===== src/rtl/forwarding_ctrl_pkg.sv =====
// Shared definitions for the forwarding/hazard controller and the datapath
// operand muxes.
//   - SEL_* : operand-mux select encoding (00 regfile, 01 MEM, 10 WB)
//   - ex_entry_t / stage_entry_t : tracking-entry field layout
//   - pick_sel : priority encoder from stage hits to a mux select
package forwarding_ctrl_pkg;

    localparam logic [1:0] SEL_RF  = 2'b00;
    localparam logic [1:0] SEL_MEM = 2'b01;
    localparam logic [1:0] SEL_WB  = 2'b10;

    // Register-index width of the tracking entries; the controller's
    // REG_ADDR_W parameter defaults to this and must stay equal to it.
    localparam int TRK_ADDR_W = 4;

    // Instruction currently in EX: full dependency information.
    typedef struct packed {
        logic                  valid;
        logic                  wb_en;
        logic                  mem_read;
        logic [TRK_ADDR_W-1:0] dest;
        logic [TRK_ADDR_W-1:0] src1;
        logic [TRK_ADDR_W-1:0] src2;
        logic                  use1;
        logic                  use2;
    } ex_entry_t;

    // Instructions in MEM and WB only need their destination information.
    typedef struct packed {
        logic                  valid;
        logic                  wb_en;
        logic [TRK_ADDR_W-1:0] dest;
    } stage_entry_t;

    // The younger producer (MEM) wins over the older one (WB).
    function automatic logic [1:0] pick_sel(input logic mem_hit, input logic wb_hit);
        logic [1:0] sel;
        case ({mem_hit, wb_hit})
            2'b10, 2'b11: sel = SEL_MEM;
            2'b01:        sel = SEL_WB;
            default:      sel = SEL_RF;
        endcase
        return sel;
    endfunction

endpackage


===== src/rtl/forwarding_ctrl_fwd_match.sv =====
// Combinational producer/consumer comparator.
//   valid, wb_en, dest : producer entry
//   src, use_src       : consumer operand and whether it is actually read
//   match              : producer writes the register the consumer reads
// A producer with wb_en=0 never matches, whatever its dest field holds.
module fwd_match #(
    parameter int ADDR_W = 4
) (
    input  logic              valid,
    input  logic              wb_en,
    input  logic [ADDR_W-1:0] dest,
    input  logic [ADDR_W-1:0] src,
    input  logic              use_src,
    output logic              match
);

    assign match = valid & wb_en & use_src & (dest == src);

endmodule


===== src/rtl/forwarding_ctrl.sv =====
// Forwarding and hazard controller for the 5-stage core.
// Shadows destination information of each instruction through EX/MEM/WB,
// drives the ALU operand-mux selects and the load-use / RAW stall.
//   clk, rst              : clock, synchronous active-high reset
//   id_*                  : instruction currently in ID
//   flush                 : taken branch, squashes ID and EX entries
//   fwd_en                : forwarding enable (static mode pin)
//   sel_a, sel_b          : EX operand-mux selects (SEL_* encoding)
//   stall                 : hold PC and IF/ID, bubble into EX
//   stall_count           : saturating count of stall cycles
module forwarding_ctrl
    import forwarding_ctrl_pkg::*;
#(
    parameter int REG_ADDR_W = TRK_ADDR_W,
    parameter int CNT_W      = 16
) (
    input  logic                  clk,
    input  logic                  rst,
    input  logic                  id_valid,
    input  logic                  id_wb_en,
    input  logic                  id_mem_read,
    input  logic [REG_ADDR_W-1:0] id_dest,
    input  logic [REG_ADDR_W-1:0] id_src1,
    input  logic [REG_ADDR_W-1:0] id_src2,
    input  logic                  id_use1,
    input  logic                  id_use2,
    input  logic                  flush,
    input  logic                  fwd_en,
    output logic [1:0]            sel_a,
    output logic [1:0]            sel_b,
    output logic                  stall,
    output logic [CNT_W-1:0]      stall_count
);

    ex_entry_t        ex_r;
    stage_entry_t     mem_r;
    stage_entry_t     wb_r;
    logic [CNT_W-1:0] stall_count_r;

    logic mem_a_s, mem_b_s, wb_a_s, wb_b_s;
    logic idex_1_s, idex_2_s, idmem_1_s, idmem_2_s;
    logic hazard_s;
    logic stall_s;
    logic load_ex_s;

    // EX operand against the MEM and WB producers (forwarding paths).
    fwd_match #(.ADDR_W(REG_ADDR_W)) u_mem_a (
        .valid(mem_r.valid), .wb_en(mem_r.wb_en), .dest(mem_r.dest),
        .src(ex_r.src1), .use_src(ex_r.use1), .match(mem_a_s));
    fwd_match #(.ADDR_W(REG_ADDR_W)) u_mem_b (
        .valid(mem_r.valid), .wb_en(mem_r.wb_en), .dest(mem_r.dest),
        .src(ex_r.src2), .use_src(ex_r.use2), .match(mem_b_s));
    fwd_match #(.ADDR_W(REG_ADDR_W)) u_wb_a (
        .valid(wb_r.valid), .wb_en(wb_r.wb_en), .dest(wb_r.dest),
        .src(ex_r.src1), .use_src(ex_r.use1), .match(wb_a_s));
    fwd_match #(.ADDR_W(REG_ADDR_W)) u_wb_b (
        .valid(wb_r.valid), .wb_en(wb_r.wb_en), .dest(wb_r.dest),
        .src(ex_r.src2), .use_src(ex_r.use2), .match(wb_b_s));

    // ID operands against the EX and MEM producers (hazard detection).
    // WB is not checked: the register file writes before it reads.
    fwd_match #(.ADDR_W(REG_ADDR_W)) u_idex_1 (
        .valid(ex_r.valid), .wb_en(ex_r.wb_en), .dest(ex_r.dest),
        .src(id_src1), .use_src(id_use1), .match(idex_1_s));
    fwd_match #(.ADDR_W(REG_ADDR_W)) u_idex_2 (
        .valid(ex_r.valid), .wb_en(ex_r.wb_en), .dest(ex_r.dest),
        .src(id_src2), .use_src(id_use2), .match(idex_2_s));
    fwd_match #(.ADDR_W(REG_ADDR_W)) u_idmem_1 (
        .valid(mem_r.valid), .wb_en(mem_r.wb_en), .dest(mem_r.dest),
        .src(id_src1), .use_src(id_use1), .match(idmem_1_s));
    fwd_match #(.ADDR_W(REG_ADDR_W)) u_idmem_2 (
        .valid(mem_r.valid), .wb_en(mem_r.wb_en), .dest(mem_r.dest),
        .src(id_src2), .use_src(id_use2), .match(idmem_2_s));

    // Operand-mux selects, decoded from tracking registers only.
    always_comb begin
        sel_a = SEL_RF;
        sel_b = SEL_RF;
        if (fwd_en && ex_r.valid) begin
            sel_a = pick_sel(mem_a_s, wb_a_s);
            sel_b = pick_sel(mem_b_s, wb_b_s);
        end else begin
            sel_a = SEL_RF;
            sel_b = SEL_RF;
        end
    end

    // Hazard detection: with forwarding only a load in EX is too late;
    // without it any pending write in EX or MEM blocks the reader.
    always_comb begin
        hazard_s = 1'b0;
        if (!id_valid) begin
            hazard_s = 1'b0;
        end else if (fwd_en) begin
            hazard_s = (idex_1_s | idex_2_s) & ex_r.mem_read;
        end else begin
            hazard_s = idex_1_s | idex_2_s | idmem_1_s | idmem_2_s;
        end
    end

    // A flush squashes the stalled instruction anyway, so it wins.
    assign stall_s   = hazard_s & ~flush;
    assign load_ex_s = id_valid & ~stall_s & ~flush;
    assign stall       = stall_s;
    assign stall_count = stall_count_r;

    // Tracking pipeline: advance every cycle, bubble into EX unless ID moves.
    always_ff @(posedge clk) begin
        if (rst) begin
            ex_r  <= '0;
            mem_r <= '0;
            wb_r  <= '0;
        end else begin
            wb_r        <= mem_r;
            mem_r.valid <= ex_r.valid;
            mem_r.wb_en <= ex_r.wb_en;
            mem_r.dest  <= ex_r.dest;
            if (load_ex_s) begin
                ex_r.valid    <= 1'b1;
                ex_r.wb_en    <= id_wb_en;
                ex_r.mem_read <= id_mem_read;
                ex_r.dest     <= id_dest;
                ex_r.src1     <= id_src1;
                ex_r.src2     <= id_src2;
                ex_r.use1     <= id_use1;
                ex_r.use2     <= id_use2;
            end else begin
                ex_r <= '0;
            end
        end
    end

    // Saturating stall-cycle counter.
    always_ff @(posedge clk) begin
        if (rst) begin
            stall_count_r <= {CNT_W{1'b0}};
        end else if (stall_s && (stall_count_r != {CNT_W{1'b1}})) begin
            stall_count_r <= stall_count_r + {{(CNT_W-1){1'b0}}, 1'b1};
        end else begin
            stall_count_r <= stall_count_r;
        end
    end

endmodule


===== config.mk =====
export PLATFORM = sky130hd
export DESIGN_NAME = forwarding_ctrl
export DESIGN_NICKNAME = d
export VERILOG_FILES = /design/src/rtl/forwarding_ctrl_pkg.sv /design/src/rtl/forwarding_ctrl_fwd_match.sv /design/src/rtl/forwarding_ctrl.sv
export SDC_FILE = /design/constraint.sdc
export NUM_CORES = 1
export LEC_CHECK = 0
export BUFFER_PORTS_ARGS = -buffer_cell sky130_fd_sc_hd__buf_2
export CELL_PAD_IN_SITES_DETAIL_PLACEMENT = 1
export CELL_PAD_IN_SITES_GLOBAL_PLACEMENT = 2
export CORE_UTILIZATION = 34
export DETAILED_ROUTE_END_ITERATION = 16
export GPL_TIMING_DRIVEN = 1
export PLACE_DENSITY = 0.89
export SETUP_SLACK_MARGIN = 0.15
export SYNTH_ARGS = -nofsm -noshare
export SYNTH_HDL_FRONTEND = slang
export SYNTH_SLANG_ARGS = --single-unit

===== constraint.sdc =====
create_clock -name clk -period 2.7 [get_ports clk]
set_clock_uncertainty 0.1 [all_clocks]
set_input_delay 0.27 -clock clk [delete_from_list [all_inputs] [get_ports clk]]
set_output_delay 0.27 -clock clk [all_outputs]
set_load 0.005 [all_outputs]

==> results of run 1 <==
where the power goes:
| part | internal [mW] | switching (mW) | leakage [nW] |
|---|---|---|---|
| registers | 0.673 | 0.00978 | 0.364 |
| clock network | 0.282 | 0.248 | 0.0591 |
| logic | 0.0357 | 0.0457 | 0.642 |
logic make-up (layout without fill, tap and decap cells):
family | count (synthesis) | after routing
adder cells (fa/ha/maj) | 1 | 1
XOR/XNOR | 38 | 38
AND/OR/NAND/NOR | 111 | 111
AO/OA/AOI/OAI | 11 | 11
flip-flops | 45 | 45
multiplexers | 6 | 6
buffers and inverters | 14 | 55
cells in the final DEF (no fill, tap or decap), types with 5 or more instances in the layout:
cell type                  netlist  final
sky130_fd_sc_hd__xor2_1         18     18
sky130_fd_sc_hd__buf_2           3     41
sky130_fd_sc_hd__xnor2_1        20     20
sky130_fd_sc_hd__clkbuf_8        0      5
sky130_fd_sc_hd__nor2b_1        15     15
sky130_fd_sc_hd__and2_1         17     17
sky130_fd_sc_hd__nand3_1        11     11
sky130_fd_sc_hd__dfxtp_1        45     45
sky130_fd_sc_hd__nand3_2         5      5
sky130_fd_sc_hd__nor2_1         22     22
sky130_fd_sc_hd__nand2_1         9      9
routing by layer:
layer  vias up  GRT usage, %
met2        27         28.18
met4         0         6.842
li1        831             -
met3         6         3.187
met5         -             0
met1       775         21.05
worst register-to-register path, stage by stage (launching register included):
cell                        delay, ns
sky130_fd_sc_hd__dfxtp_1         0.46
sky130_fd_sc_hd__and3_1          0.23
sky130_fd_sc_hd__nand3_1         0.14
sky130_fd_sc_hd__o221ai_4        0.29
sky130_fd_sc_hd__o2111ai_4       0.22
sky130_fd_sc_hd__nor2_2          0.15
sky130_fd_sc_hd__buf_4           0.21
sky130_fd_sc_hd__nand3b_1        0.11
sky130_fd_sc_hd__mux2_2          0.29
registers in the layout, indices dropped and copies added, names as in the netlist:
name         cells
stall_count     16
wb_r             6
mem_r            6
ex_r            17
worst max-delay path by stage:
stage / slack (ns) / start / depth (start not counted) / to
after floorplan: 0.57 / stall_count[0] / 9 / stall_count[11]
after detailed placement: 0.41 / id_src1[0] / 9 / stall_count[12]
after CTS: 0.31 / mem_r[2] / 7 / stall
after global placement: 0.44 / mem_r[2] / 7 / stall_count[13]
after global routing: 0.17 / mem_r[2] / 7 / stall
final: 0.35 / mem_r[2] / 7 / stall
through the flow:
stage | util (%) | total power [mW] | setup slack [ns] | hold WS (ns)
after floorplan | - | 0.7473 | 0.5657 | 0.2917
after global placement | 40.40 | 0.7770 | 0.4374 | 0.3425
after detailed placement | 40.40 | 0.7791 | 0.4150 | 0.3533
after CTS | 42.32 | 1.312 | 0.3128 | 0.04619
after global routing | 42.32 | 1.342 | 0.1695 | 0.05797
final | 42.32 | 1.294 | 0.3478 | 0.05366
layout make-up:
class,count,share of cell area (%)
flip-flops and latches,45,35.12
repair buffers,43,8.585
clock inverters,3,1.854
well taps,75,3.659
multi-input cells,167,47.51
clock buffers,5,2.683
inverters,4,0.5854
==> impl_summary.log, run 1 <==
[metrics] outcome: complete, no violations
[metrics] data required time at the worst endpoint: 2.33 ns
[metrics] slew of the pin with the lowest slew margin: 0.6742 ns
[metrics] footprint of the multi-input gates: 1219 sq um
[metrics] element type at the critical path start: register
[metrics] launching point of the worst reg2reg path: ex_r[16]
[metrics] first-pass iteration count of the detailed router: 4
[metrics] Core Footprint: 6061 sq um
[metrics] critical-path maximum fanout: 9
[metrics] signed area change from the synthesized netlist to the final layout: 16.88%
[metrics] Pwr per Cell Area: around 500 nW/um^2
[metrics] GR Overflow Total: 0
[metrics] floorplan die height: 82.34 um
[metrics] input/output buffers: 41
[metrics] netlist area before placement: 2195 sq um
[metrics] hold_sp: id_wb_en
[metrics] hold endpoint: ex_r[15]
[metrics] Critical path buffers and inverters: 1
[metrics] cts bufs inserted: 5
[metrics] post-synthesis sequential area ratio: 41.05%
[metrics] horizontal die dimension: 82.34 um
[metrics] post-cts gate resize count: 0
[metrics] number of distinct standard cells referenced by the synthesized netlist: 45
[metrics] Post-layout nets: 288
[metrics] Setup-failing EPs final: 0
[metrics] CTS H-Tree Depth: 2
[metrics] Critical Path, Cell by Cell: xnor2_1 > nand3_1 > nor4_1 > nor3_4 > nand2b_4 > nor2_1 > buf_2
[metrics] global-route wire length before repair: approximately 8.4 mm
[metrics] clock latency on the worst-skew pair: 0.31 ns
[metrics] TritonCTS Sinks: 45
[metrics] post-synthesis sequential element count: 45
[metrics] main combinational cell family by area after synthesis: simple AND/OR/NAND/NOR gates
[metrics] maximum number of pins on one net before global-route repair: 37
[metrics] sum of met3 wire segment lengths after detailed routing: 179 um
[metrics] number of antenna violations at the first check in global routing: 0
[metrics] dominant cells by area after synthesis: sky130_fd_sc_hd__dfxtp_1 (41%), sky130_fd_sc_hd__xnor2_1 (8.0%), sky130_fd_sc_hd__xor2_1 (7.2%), sky130_fd_sc_hd__and2_1 (4.8%), sky130_fd_sc_hd__nor2b_1 (4.3%)
[metrics] average wire length per cell after detail routing: 14.69 um
[metrics] Critical Setup Path Class: reg -> out
[metrics] Finished Layout Cells: 342
[metrics] Worst Path Arrival: 1.98 ns
[metrics] via count of the first global-routing pass: 1680
[metrics] highest metal layer with signal wires: met4
[metrics] HP Class: in -> reg
[metrics] largest buffer count on any clock path: 2
[metrics] std cell rows: 28
[metrics] Highest Clock Rate: roughly 430 MHz
[metrics] total DRC errors in the routed layout: 0
[metrics] most common flop cell mapped by yosys: sky130_fd_sc_hd__dfxtp_1
[metrics] Synth Net Count: 248
[metrics] final number of hold-violating endpoints: 0
[metrics] final RePlAce weighted congestion: 0.8288
[metrics] hold-fix buffer count after cts: 0
[metrics] max-slew violation count: 0
[metrics] total via count in the routed design: 1639
[metrics] FFs w/ async S/R, synth: 0%
[metrics] number of warning messages in the yosys log: 0
[metrics] setup slack of the most critical reg-to-reg path: roughly 0.40 ns
[metrics] number of placed instances, taps included: 334
[metrics] R2R depth: 8
[metrics] overall fraction of global-route tracks in use: 16.80%
[metrics] placed cell area: 2449 sq um
[metrics] Post-CTS Setup Bufs: 0
[metrics] area fraction in and, or, nand and nor cells after synthesis: 31.24%
[metrics] kind of cell with the highest combined delay on the critical path: simple AND/OR/NAND/NOR gates
[metrics] Worst slew margin: 55.05%
[metrics] final period demand of the worst path: between 2 and 2.5 ns
[metrics] initial cell density of the core: 36.21%
[metrics] Hold Path Cell Cnt: 2
[metrics] number of max-capacitance violations reported: 0
[metrics] share of the clock period used by the worst path: 87.12%
[metrics] setup repair after global routing missed its margin: no
[metrics] average cell area after synthesis: around 9.7 sq um
[metrics] biggest cell delay along the critical path: 0.49 ns
[metrics] dominant cell by count in the synthesized netlist: sky130_fd_sc_hd__dfxtp_1
[metrics] die area: 6780 sq um
[metrics] number of vias per cell: about 4.8
[metrics] Iteration-0 DRC Markers: 46
[metrics] number of flops mapped to enable cells by yosys: 0
[metrics] setup TNS after final layout: 0 ns
[metrics] post-synthesis adder-cell area fraction: less than 1%
[metrics] detailed-routing wirelength on met1: 2.323 mm
[metrics] worst vdd rail ir drop: 0.0003697 V
[metrics] Antenna Diode Count: 0
[metrics] top-level port count: 42
[metrics] Leakage: 1.066 nW
[metrics] endpoint of the worst register-to-register path: stall_count[12]
[metrics] library cell occupying the most area in the post-synthesis netlist: sky130_fd_sc_hd__dfxtp_1
[metrics] met2 WL post-DR: 2.431 mm
[metrics] fraction of the mapped netlist area in compound gates: 5.359%
[metrics] filler cell count: about 700
[metrics] fraction of final layout cells sized beyond drive strength 1: 27.34%
[metrics] fraction of synthesized cell area taken by the top area cell type: 41.05%
[metrics] Synth Instances: 226
[metrics] footprint of the flip-flops and latches: 900.9 sq um
[metrics] clock-pin transition on the worst setup and hold timing paths: 0.09 ns
[metrics] synth cell count leaders: sky130_fd_sc_hd__dfxtp_1 (45), sky130_fd_sc_hd__nor2_1 (22), sky130_fd_sc_hd__xnor2_1 (20), sky130_fd_sc_hd__xor2_1 (18), sky130_fd_sc_hd__and2_1 (17)
[metrics] critical path capture point type: primary output
[metrics] WL final: 5.025 mm
[metrics] number of nets with antenna violations after detailed routing: 0
[metrics] Post-Synth XOR/XNOR Area: 15.17%
[metrics] multiplexer share of the synthesized area: 3.193%
[metrics] slowest cell on the critical path: sky130_fd_sc_hd__dfxtp_1
[metrics] CTS root buffer: sky130_fd_sc_hd__clkbuf_8
[metrics] half-perimeter wire length after detailed placement: 3.812 mm
[metrics] final instance area: 2565 sq um
[metrics] clock tree from TritonCTS: done
(Power assumes the default switching activity.)
==> run 2, diff against run 1 <==
- CAP_MARGIN: not set -> 10
- REMOVE_ABC_BUFFERS: not set -> 1
==> run 2 against run 1 <==
Worst hold slack better by 0.013 ns; total power down 8.5%; combinational power up 2.6%; die area unchanged; clock power down 21%; non-clock buffer count up 2.
==> impl_summary.log, run 2 (synthesized netlist as in run 1, its figures left out) <==
[metrics] outcome: complete, no violations
[metrics] setup TNS after final layout: 0 ns
[metrics] number of max-capacitance violations reported: 0
[metrics] most common library cell in the layout ignoring fill and taps: sky130_fd_sc_hd__dfxtp_1
[metrics] Critical Path, Cell by Cell: xnor2_1 > nand3_1 > nor4_1 > nor3_4 > nand2b_4 > nor2_1 > buf_2
[metrics] slew of the pin with the lowest slew margin: 0.5805 ns
[metrics] slowest cell on the critical path: sky130_fd_sc_hd__dfxtp_1
[metrics] worst-case setup slack after placement: approximately 0.44 ns
[metrics] met2 demand-to-capacity share in global routing: a little over a quarter
[metrics] Setup-failing EPs final: 0
[metrics] element type at the critical path start: register
[metrics] input/output buffers: 41
[metrics] register ranked first by flip-flop count: ex_r
[metrics] setup repair after global routing missed its margin: no
[metrics] final RePlAce weighted congestion: around 0.77
[metrics] worst vdd rail ir drop: approximately 0.00025 V
[metrics] biggest cell delay along the critical path: 0.47 ns
[metrics] global-route layer with the greatest usage: met2
[metrics] hold-fix buffer count after cts: 0
[metrics] total DRC errors in the routed layout: 0
[metrics] signed area change from the synthesized netlist to the final layout: 16.19%
[metrics] critical-path maximum fanout: 9
[metrics] post-cts gate resize count: 0
[metrics] final number of hold-violating endpoints: 0
[metrics] overall fraction of global-route tracks in use: 16.21%
[metrics] WL final: 4.839 mm
[metrics] R2R depth: 7
[metrics] die area: 6780 sq um
[metrics] Critical Setup Path Class: reg -> out
[metrics] Antenna Diode Count: 0
[metrics] worst hold slack: 0.06640 ns
[metrics] cell count along the critical path: 7
[metrics] number of placed instances, taps included: roughly 340
[metrics] placed cell area: 2464 sq um
[metrics] Pwr per Cell Area: 464.5 nW/um^2
[metrics] kind of cell with the highest combined delay on the critical path: simple AND/OR/NAND/NOR gates
[metrics] std cell rows: 28
[metrics] total design power: 1.185 mW
[metrics] total via count in the routed design: approximately 1600
[metrics] CTS H-Tree Depth: 2
[metrics] largest buffer count on any clock path: 2
[metrics] Critical path buffers and inverters: 1
[metrics] commonest cells after routing, fill and taps aside: sky130_fd_sc_hd__dfxtp_1 (45), sky130_fd_sc_hd__buf_2 (41), sky130_fd_sc_hd__nor2_1 (22)
[metrics] Worst Path Arrival: 1.95 ns
[metrics] CTS root buffer: sky130_fd_sc_hd__clkbuf_8
[metrics] Highest Clock Rate: 431.9 MHz
[metrics] flip-flop count of the largest register after layout: 17
[metrics] first-pass iteration count of the detailed router: 4
[metrics] fraction of final layout cells sized beyond drive strength 1: between 20 and 30%
[metrics] Leakage: ~1.1 nW
[metrics] top-level port count: between 40 and 50
[metrics] clock-pin transition on the worst setup and hold timing paths: 0.09 ns
[metrics] initial cell density of the core: 36.21%
[metrics] Iteration-0 DRC Markers: 67
[metrics] number of antenna violations at the first check in global routing: 0
[metrics] floorplan die height: roughly 82 um
[metrics] TritonCTS Sinks: 45
[metrics] cts bufs inserted: 5
[metrics] filler cell count: roughly 740
[metrics] Post-layout nets: 290
[metrics] average wire length per cell after detail routing: 14.07 um
[metrics] maximum number of pins on one net before global-route repair: 30
[metrics] met3 Usage GRT: 1.978%
[metrics] data required time at the worst endpoint: between 2 and 2.5 ns
[metrics] GR Overflow Total: 0
[metrics] final instance area: 2550 sq um
[metrics] via count of the first global-routing pass: 1694
[metrics] Finished Layout Cells: 344
[metrics] final setup margin: 0.3845 ns
[metrics] clock latency on the worst-skew pair: 0.30 ns
[metrics] horizontal die dimension: 82.34 um
[metrics] critical path capture point type: primary output
[metrics] Worst slew margin: 61.30%
[metrics] global-route wire length before repair: 8.121 mm
[metrics] clock tree from TritonCTS: done
[metrics] final period demand of the worst path: 2.316 ns
[metrics] Hold Path Cell Cnt: 2
[metrics] number of nets with antenna violations after detailed routing: 0
[metrics] half-perimeter wire length after detailed placement: between 3 and 4 mm
[metrics] Core Footprint: 6061 sq um
[metrics] met1 demand-to-capacity share in global routing: 20.95%
[metrics] HP Class: in -> reg
[metrics] max-slew violation count: 0
[metrics] share of the clock period used by the worst path: between 80 and 90%
[metrics] final design utilization: around 42%
[metrics] Post-CTS Setup Bufs: 0
[metrics] number of vias per cell: 4.730
==> run 2: where the power goes <==
| part | total (mW) | switching, mW | leakage (nW) | internal, mW |
|---|---|---|---|---|
| registers | 0.682 | 0.00891 | 0.364 | 0.673 |
| clock network | 0.419 | 0.240 | 0.0439 | 0.179 |
| logic | 0.0835 | 0.0461 | 0.652 | 0.0373 |
==> run 2: final cells by class <==
class / instances / area (sq um) / share of cell area (%)
inverters: 4 / 15.01 / 0.5888
repair buffers: 45 / 235.2 / 9.225
multi-input cells: 167 / 1219 / 47.79
clock buffers: 5 / 68.82 / 2.699
flip-flops and latches: 45 / 900.9 / 35.33
well taps: 75 / 93.84 / 3.680
clock inverters: 3 / 17.52 / 0.6869
==> run 2: path summary, 6_finish.rpt <==
kind / start / endpoint / slack (ns)
min: id_mem_read / ex_r[14] / 0.07
max: mem_r[2] / stall / 0.38
max reg2reg: mem_r[2] / stall_count[13] / 0.46
min reg2reg: mem_r[4] / wb_r[4] / 0.36
==> run 2: routing by layer <==
metal	vias up	routed length [um]
met1	764	2311
met4	0	80
met5	-	0
met2	24	2320
met3	5	126
li1	834	-
